### config.mk
export PLATFORM = sky130hd
export DESIGN_NAME = ib_mul_8x8_s2_l0_core_flat
export DESIGN_NICKNAME = d
export VERILOG_FILES = /design/src/rtl/ib_mul_8x8_s2_l0_core_if.sv /design/src/rtl/ib_mul_8x8_s2_l0_core.sv /design/src/flat_wrapper.sv
export SDC_FILE = /design/constraint.sdc
export NUM_CORES = 1
export LEC_CHECK = 0
export ABC_AREA = 1
export CORE_MARGIN = 2
export CORE_UTILIZATION = 50
export CTS_BUF_LIST = sky130_fd_sc_hd__clkbuf_4 sky130_fd_sc_hd__clkbuf_8 sky130_fd_sc_hd__clkbuf_16
export DETAILED_ROUTE_END_ITERATION = 16
export PLACE_DENSITY = 0.81
export SLEW_MARGIN = 20
export SYNTH_ARGS = -nofsm -noshare
export SYNTH_HDL_FRONTEND = slang
export SYNTH_SLANG_ARGS = --single-unit
### constraint.sdc
create_clock -name i_clk -period 7.5 [get_ports i_clk]
set_input_delay 0.75 -clock i_clk [delete_from_list [all_inputs] [get_ports i_clk]]
set_output_delay 0.75 -clock i_clk [all_outputs]
set_load 0.05 [all_outputs]
### src/rtl/ib_mul_8x8_s2_l0_core_if.sv
// Operand/product bundle for the ib_mul 8x8 multiplier: operands with a valid
// qualifier in, combinational and registered products out.
interface ib_mul_8x8_s2_l0_core_if;
    logic [7:0]  i_a;
    logic [7:0]  i_b;
    logic        i_vld;
    logic [15:0] o_c;
    logic [15:0] o_c_q;
    logic        o_vld_q;

    // Handshake: i_vld is a one-way qualifier with no ready; every cycle with
    // i_vld high is captured, and o_vld_q marks the capture one edge later.
    modport master (
        output i_a, i_b, i_vld,
        input  o_c, o_c_q, o_vld_q
    );

    modport slave (
        input  i_a, i_b, i_vld,
        output o_c, o_c_q, o_vld_q
    );
endinterface

### src/rtl/ib_mul_8x8_s2_l0_core.sv
// Unsigned 8x8 multiplier built from four 2-bit slices of the multiplier,
// with a zero-latency product and a registered, valid-qualified copy.
module ib_mul_8x8_s2_l0_core (
    input  logic                         i_clk,
    input  logic                         i_rst,
    ib_mul_8x8_s2_l0_core_if.slave       bus
);
    logic [9:0]  a_x1;
    logic [9:0]  a_x2;
    logic [9:0]  a_x3;
    logic [9:0]  pp [4];
    logic [15:0] sum_lo;
    logic [15:0] sum_hi;
    logic [15:0] prod;
    logic [15:0] c_q;
    logic        vld_q;

    assign a_x1 = {2'b00, bus.i_a};
    assign a_x2 = {1'b0, bus.i_a, 1'b0};
    assign a_x3 = a_x1 + a_x2;

    // Each slice value selects 0, a, 2a or 3a; 3a peaks at 765 and fits 10 bits.
    always_comb begin
        for (int k = 0; k < 4; k++) begin
            pp[k] = '0;
            case (bus.i_b[2*k +: 2])
                2'd0: pp[k] = '0;
                2'd1: pp[k] = a_x1;
                2'd2: pp[k] = a_x2;
                2'd3: pp[k] = a_x3;
                default: pp[k] = '0;
            endcase
        end
    end

    assign sum_lo = {6'b0, pp[0]} + {4'b0, pp[1], 2'b00};
    assign sum_hi = {6'b0, pp[2]} + {4'b0, pp[3], 2'b00};
    assign prod   = sum_lo + (sum_hi << 4);

    always_ff @(posedge i_clk) begin
        if (i_rst) begin
            c_q   <= 16'h0000;
            vld_q <= 1'b0;
        end else begin
            vld_q <= bus.i_vld;
            if (bus.i_vld) begin
                c_q <= prod;
            end
        end
    end

    assign bus.o_c     = prod;
    assign bus.o_c_q   = c_q;
    assign bus.o_vld_q = vld_q;
endmodule

### src/flat_wrapper.sv
// flat-port wrapper written by rule: the top's interface ports become plain ports
module ib_mul_8x8_s2_l0_core_flat 
  (i_clk, i_rst, bus_i_a, bus_i_b, bus_i_vld, bus_o_c, bus_o_c_q, bus_o_vld_q);
  ib_mul_8x8_s2_l0_core_if bus_i ();
  input  logic i_clk;
  input  logic i_rst;
  input wire logic [$bits(bus_i.i_a)-1:0] bus_i_a;
  input wire logic [$bits(bus_i.i_b)-1:0] bus_i_b;
  input wire logic [$bits(bus_i.i_vld)-1:0] bus_i_vld;
  output wire logic [$bits(bus_i.o_c)-1:0] bus_o_c;
  output wire logic [$bits(bus_i.o_c_q)-1:0] bus_o_c_q;
  output wire logic [$bits(bus_i.o_vld_q)-1:0] bus_o_vld_q;
  assign bus_i.i_a = bus_i_a;
  assign bus_i.i_b = bus_i_b;
  assign bus_i.i_vld = bus_i_vld;
  assign bus_o_c = bus_i.o_c;
  assign bus_o_c_q = bus_i.o_c_q;
  assign bus_o_vld_q = bus_i.o_vld_q;
  ib_mul_8x8_s2_l0_core u_core (.i_clk(i_clk), .i_rst(i_rst), .bus(bus_i));
endmodule
Word-level counts from Yosys, hierarchy flattened

Index checks and enable logic that the tools add are counted.

Register bits after elaboration: 17
Bits in latches: 0
Bits in writable memories: 0
Bits in read-only memories: 0
Input bits: 19
Output and inout bits: 33
Logic and storage cells: 26
Memories kept: 0

Add/sub/neg operators: 4
Multiply operators: 0
Divide/modulo/power cells: 0
Order comparisons: 0
Equality and inequality tests: 12
Shifts and indexed selects: 0
Mux-type cells: 4
Bitwise operators: 0
Reductions and logical operators: 4

Operators by type and width:

| kind               | number |
|---|---|
| $pmux 10 s4        | 4 |
| $add 16x16->16     | 1 |
| $eq 2x2->1 const B | 8 |
| $add 10x12->13     | 1 |
| $add 10x12->12     | 1 |
| $add 8x9->10       | 1 |
| $eq 2x1->1 const B | 4 |
| $logic_not 2->1    | 4 |

Depth between registers and ports, before layout

Depth after elaboration: 4
Gate-level depth with buffers: 29
Gate-level depth less buffers: 29

Worst setup path before layout

No wires, ideal clock.

Path type: input port to output port
Start: input port bus_i_a[0]
End: output port bus_o_c[11]
Data arrival time: 4.592 ns
Data required time: 6.750 ns
Setup slack: 2.158 ns
Cell stages on the path: 20
Path buffers: 0
Cells stage by stage: ha_1 -> fa_1 -> nand3_1 -> nand2_1 -> xnor2_1 -> o211ai_1 -> ha_1 -> a21oi_1 -> inv_1 -> a31oi_1 -> o21ai_0 -> xor2_1 -> ha_1 -> nand2_1 -> inv_1 -> nand3_1 -> nor2_1 -> o21ai_1 -> a21oi_1 -> xor2_1

Word-level cells in the longest chain between the ends: 4
Elaborated cells between the ends (all ways): 8
Those cells by class: add/sub (4); mux (4)

RTL lines:

| what                                             | RTL line                                                 | RTL |
|---|---|---|
| from (decl)                                      | flat_wrapper.sv:7                                        | `input wire logic [$bits(bus_i.i_a)-1:0] bus_i_a;` |
| $add 8x9->10                                     | ib_mul_8x8_s2_l0_core.sv:20                              | `assign a_x3 = a_x1 + a_x2;` |
| $pmux 10 s4                                      | ib_mul_8x8_s2_l0_core.sv:26                              | `case (bus.i_b[2*k +: 2])` |
| $add 10x12->13 or $add 10x12->12 (tied branches) | ib_mul_8x8_s2_l0_core.sv:36, ib_mul_8x8_s2_l0_core.sv:37 |  |
| $add 16x16->16 *                                 | ib_mul_8x8_s2_l0_core.sv:38                              | `assign prod = sum_lo + (sum_hi << 4);` |
| to (decl)                                        | flat_wrapper.sv:10                                       | `output wire logic [$bits(bus_i.o_c)-1:0] bus_o_c;` |

Mark *: on every way between the ends. The rest lies on a longest branch, timed or not.

Final worst setup path

Start: input port bus_i_a[1]
End: output port bus_o_c[15]

The elaborated chain is that of the path after synthesis.

==> results by group <==
CTS
  – Clk_lat worst skew: approximately 0.25 ns
  – CTS H-tree depth: 1
  – CTS Sinks: 17
  – Post-CTS Repair Setup Buffers: 0
  – Post-cts hold buffer count: 0
  – Clk root buf: clkbuf_8
  – CTS tree: yes
  – Total CTS buffers: 3
  – CTS clk-pin slew, worst paths: roughly 0.06 ns
  – Maximum root-to-sink buffer count: 2
  – Post-CTS resize count: 0

Critical path
  – Crit path from: bus_i_a[1]
  – Worst Setup End Kind: primary output
  – Startpoint Class: input pin
  – CP arrival: just over 6 ns
  – CP required: between 6 and 7 ns
  – Reg-to-Reg Start: u_core.bus.o_c_q[7]
  – Critical path class: input pin to primary output
  – Worst Path Max Fanout: 8
  – FF-to-FF path depth: 4

Yosys
  – Async set-reset flop share out of synthesis: 0%
  – FF+latch count, synth: 17
  – Adder-Cell Fraction of Synth Area: between 10% and 20%
  – Ys flop type: dfxtp_1
  – Sequential area share after synthesis: ~12%
  – Mapped Cells: roughly 440
  – Post-synth top area cell: ha_1
  – Mapped cell area: approximately 2800 um^2
  – Top cell type's share of synthesized area: 14.9%
  – Syn nets: just under 500
  – Library cells used by synthesis: 36
  – Post-Synth XOR/XNOR Area: 7.91%
  – Count leader, synth: nand2_1
  – EDFF count, synth: 0
  – Largest family of logic cells by synthesized area: simple AND/OR/NAND/NOR gates
  – Commonest cells post-synth: 103 x nand2_1, 73 x inv_1, 51 x nor2_1
  – Synthesized area per cell: around 6.3 um^2
  – Mux share of post-synthesis cell area: 0%
  – Simple-Gate Fraction of Synth Area: 30.3%
  – Syn. warnings: 0
  – Compound-Gate Fraction of Synth Area: between 20% and 30%
  – Area contributors post-synth: ha_1 15%, nand2_1 14%, dfxtp_1 12%

Detailed routing
  – Wire per inst: about 13 um
  – DR vias: roughly 3k
  – First-pass DRT Iterations: 4
  – Highest metal used: met4
  – DRT met1 WL: 3.41 mm
  – Final WL: about 7.5 mm
  – Met3 routed WL: 313 um
  – Routed vias/inst: 5.29
  – Final ANT Viol Nets: 0
  – DR WL met2: 3.71 mm
  – Post-route DRC: 0
  – Initial drt markers: about 110

Timing
  – Max frequency: between 100 and 150 MHz
  – Slew HR: a little over 50%
  – Worst-Margin Slew: around 0.73 ns
  – Clk_skew: 0 ns
  – Period Utilization, post-route: around nine tenths
  – RSZ-0062 raised after global routing: false
  – Setup Viol. Count Final: 0
  – Fin worst setup slack: around 0.69 ns
  – Tmin final: slightly below 7 ns
  – Final Max Tran Viols: 0
  – Hold Fails Final Rpt: 0
  – Setup TNS: 0 ns

Power
  – Sw Ratio: between 50% and 60%
  – Power density cells: about 290 nW/um^2
  – Combinational Power Share: about four fifths
  – Sequential power share: approximately 12%
  – NetSw: between 500 and 600 uW
  – Internal Power: around 410 uW
  – Max VDD drop: 260 uV
  – Leak Pwr: around 1.8 nW
  – Overall power: ~980 uW
  – Clock power share: under 10%

Place
  – Area after DPL: roughly 3400 um^2
  – Place WS: approximately 0.70 ns
  – GP Congestion: just over 0.9
  – PortBufs: roughly 50
  – DP Wirelength: ~6.4 mm

Finish
  – Final core occ: 62.5%
  – Nets@finish: roughly 550
  – Design Area, Final: roughly 3400 um^2
  – Area Overhead vs Synth: 22.9%
  – Share of layout cells above drive strength 1: under 10%
  – Diode count: 0

Die
  – Die ar.: 6150 um^2
  – Width of the die: around 80 um
  – Num rows: 27
  – Initial core utilization: between 50 and 60%
  – # IOs: between 50 and 60
  – DIE HEIGHT: about 78 um
  – Area of the core: between 5000 and 6000 um^2

Run
  – Max Cap Viol: 0

Global route
  – Vias in the first global route: about 3.0k
  – First-pass GRT wire length: 13.1 mm
  – Total congestion overflow: 0
  – Largest net degree at the start of global routing: 22
  – Initial antenna violation count: 0
  – Tot GR Track Use: approximately a quarter

Hold path
  – HP Class: flip-flop to flip-flop
  – Hold path startpoint: u_core.bus.o_c_q[3]
  – Min-Delay Path Depth: 2

Outcome
  – Status: complete, no violations
[layout by cell type, fill, tap and decap left out, types with 11 or more instances in the layout]
master / instances
inv_1: 73
nor2_1: 51
ha_1: 33
nand2_1: 103
dfxtp_1: 17
a21oi_1: 26
xor2_1: 16
nand3_1: 19
clkdlybuf4s50_1: 51
o221ai_1: 16
o211ai_1: 11
o21ai_0: 19
[power by group through the flow]
stage	clock network [mW]	registers, mW	logic [mW]
6_report	0.0709	0.114	0.796
5_1_grt	0.0747	0.115	0.858
4_1_cts	0.0717	0.114	0.798
3_5_place_dp	0	0.115	0.795
3_3_place_gp	0	0.115	0.783
2_1_floorplan	0	0.172	0.519
[worst max-delay path: stages]
cell             delay (ns)
clkdlybuf4s50_1        0.57
ha_1                   0.30
fa_1                   0.40
nand3_1                0.11
nand2_1                0.10
xnor2_1                0.32
o211ai_1               0.14
ha_1                   0.38
a21oi_1                0.15
inv_1                  0.05
a31oi_1                0.22
o21ai_0                0.16
nand3_1                0.09
nand2_1                0.08
xnor2_1                0.13
inv_1                  0.06
ha_1                   0.36
nand2_1                0.09
nor4_1                 0.27
nor2_1                 0.11
nor2_2                 0.14
inv_1                  0.07
nor2_2                 0.09
nand2_1                0.07
nand2_1                0.05
clkdlybuf4s50_1        0.79
[area by class of cell]
cell class / instances / area, um^2
clock buffers: 4 / 48.8
fillers: 544 / 2040
inverters: 75 / 282
multi-input cells: 343 / 2120
flip-flops and latches: 17 / 340
well taps: 72 / 90.1
repair buffers: 52 / 518
[state kept, by name, summed over array words and instances, names as in the netlist]
name                cells
u_core.bus.o_c_q       16
u_core.bus.o_vld_q      1
[worst paths after layout]
| kind | to | slack, ns |
|---|---|---|
| worst max-delay path | bus_o_c[15] | 0.69 |
| worst min-delay path | u_core.bus.o_c_q[3] | 0.50 |
| worst max register to register | u_core.bus.o_c_q[7] | 6.80 |
| worst min register to register | u_core.bus.o_c_q[3] | 0.50 |
[logic make-up (layout without fill, tap and decap cells)]
| group | after synthesis | count (layout) |
|---|---|---|
| and+or+nand+nor | 193 | 193 |
| adders and majority gates | 37 | 37 |
| buffers and inverters | 81 | 131 |
| xor gates and xnor gates | 25 | 25 |
| AOI/OAI and AO/OA | 88 | 88 |
| DFF | 17 | 17 |
[through the flow]
stage	instances	hold slack (ns)
2_1_floorplan	441	0.746
4_1_cts	563	0.503
3_5_place_dp	559	0.483
6_report	563	0.498
3_3_place_gp	559	0.477
5_1_grt	563	0.537
[metal layers]
layer,GRT usage [%],vias to the layer above
li1,-,1550
met1,31.9,1340
met2,48.1,76
met3,2.07,11
met4,6.84,0
met5,0,-
Note: power is estimated with default switching activity, not from simulation.
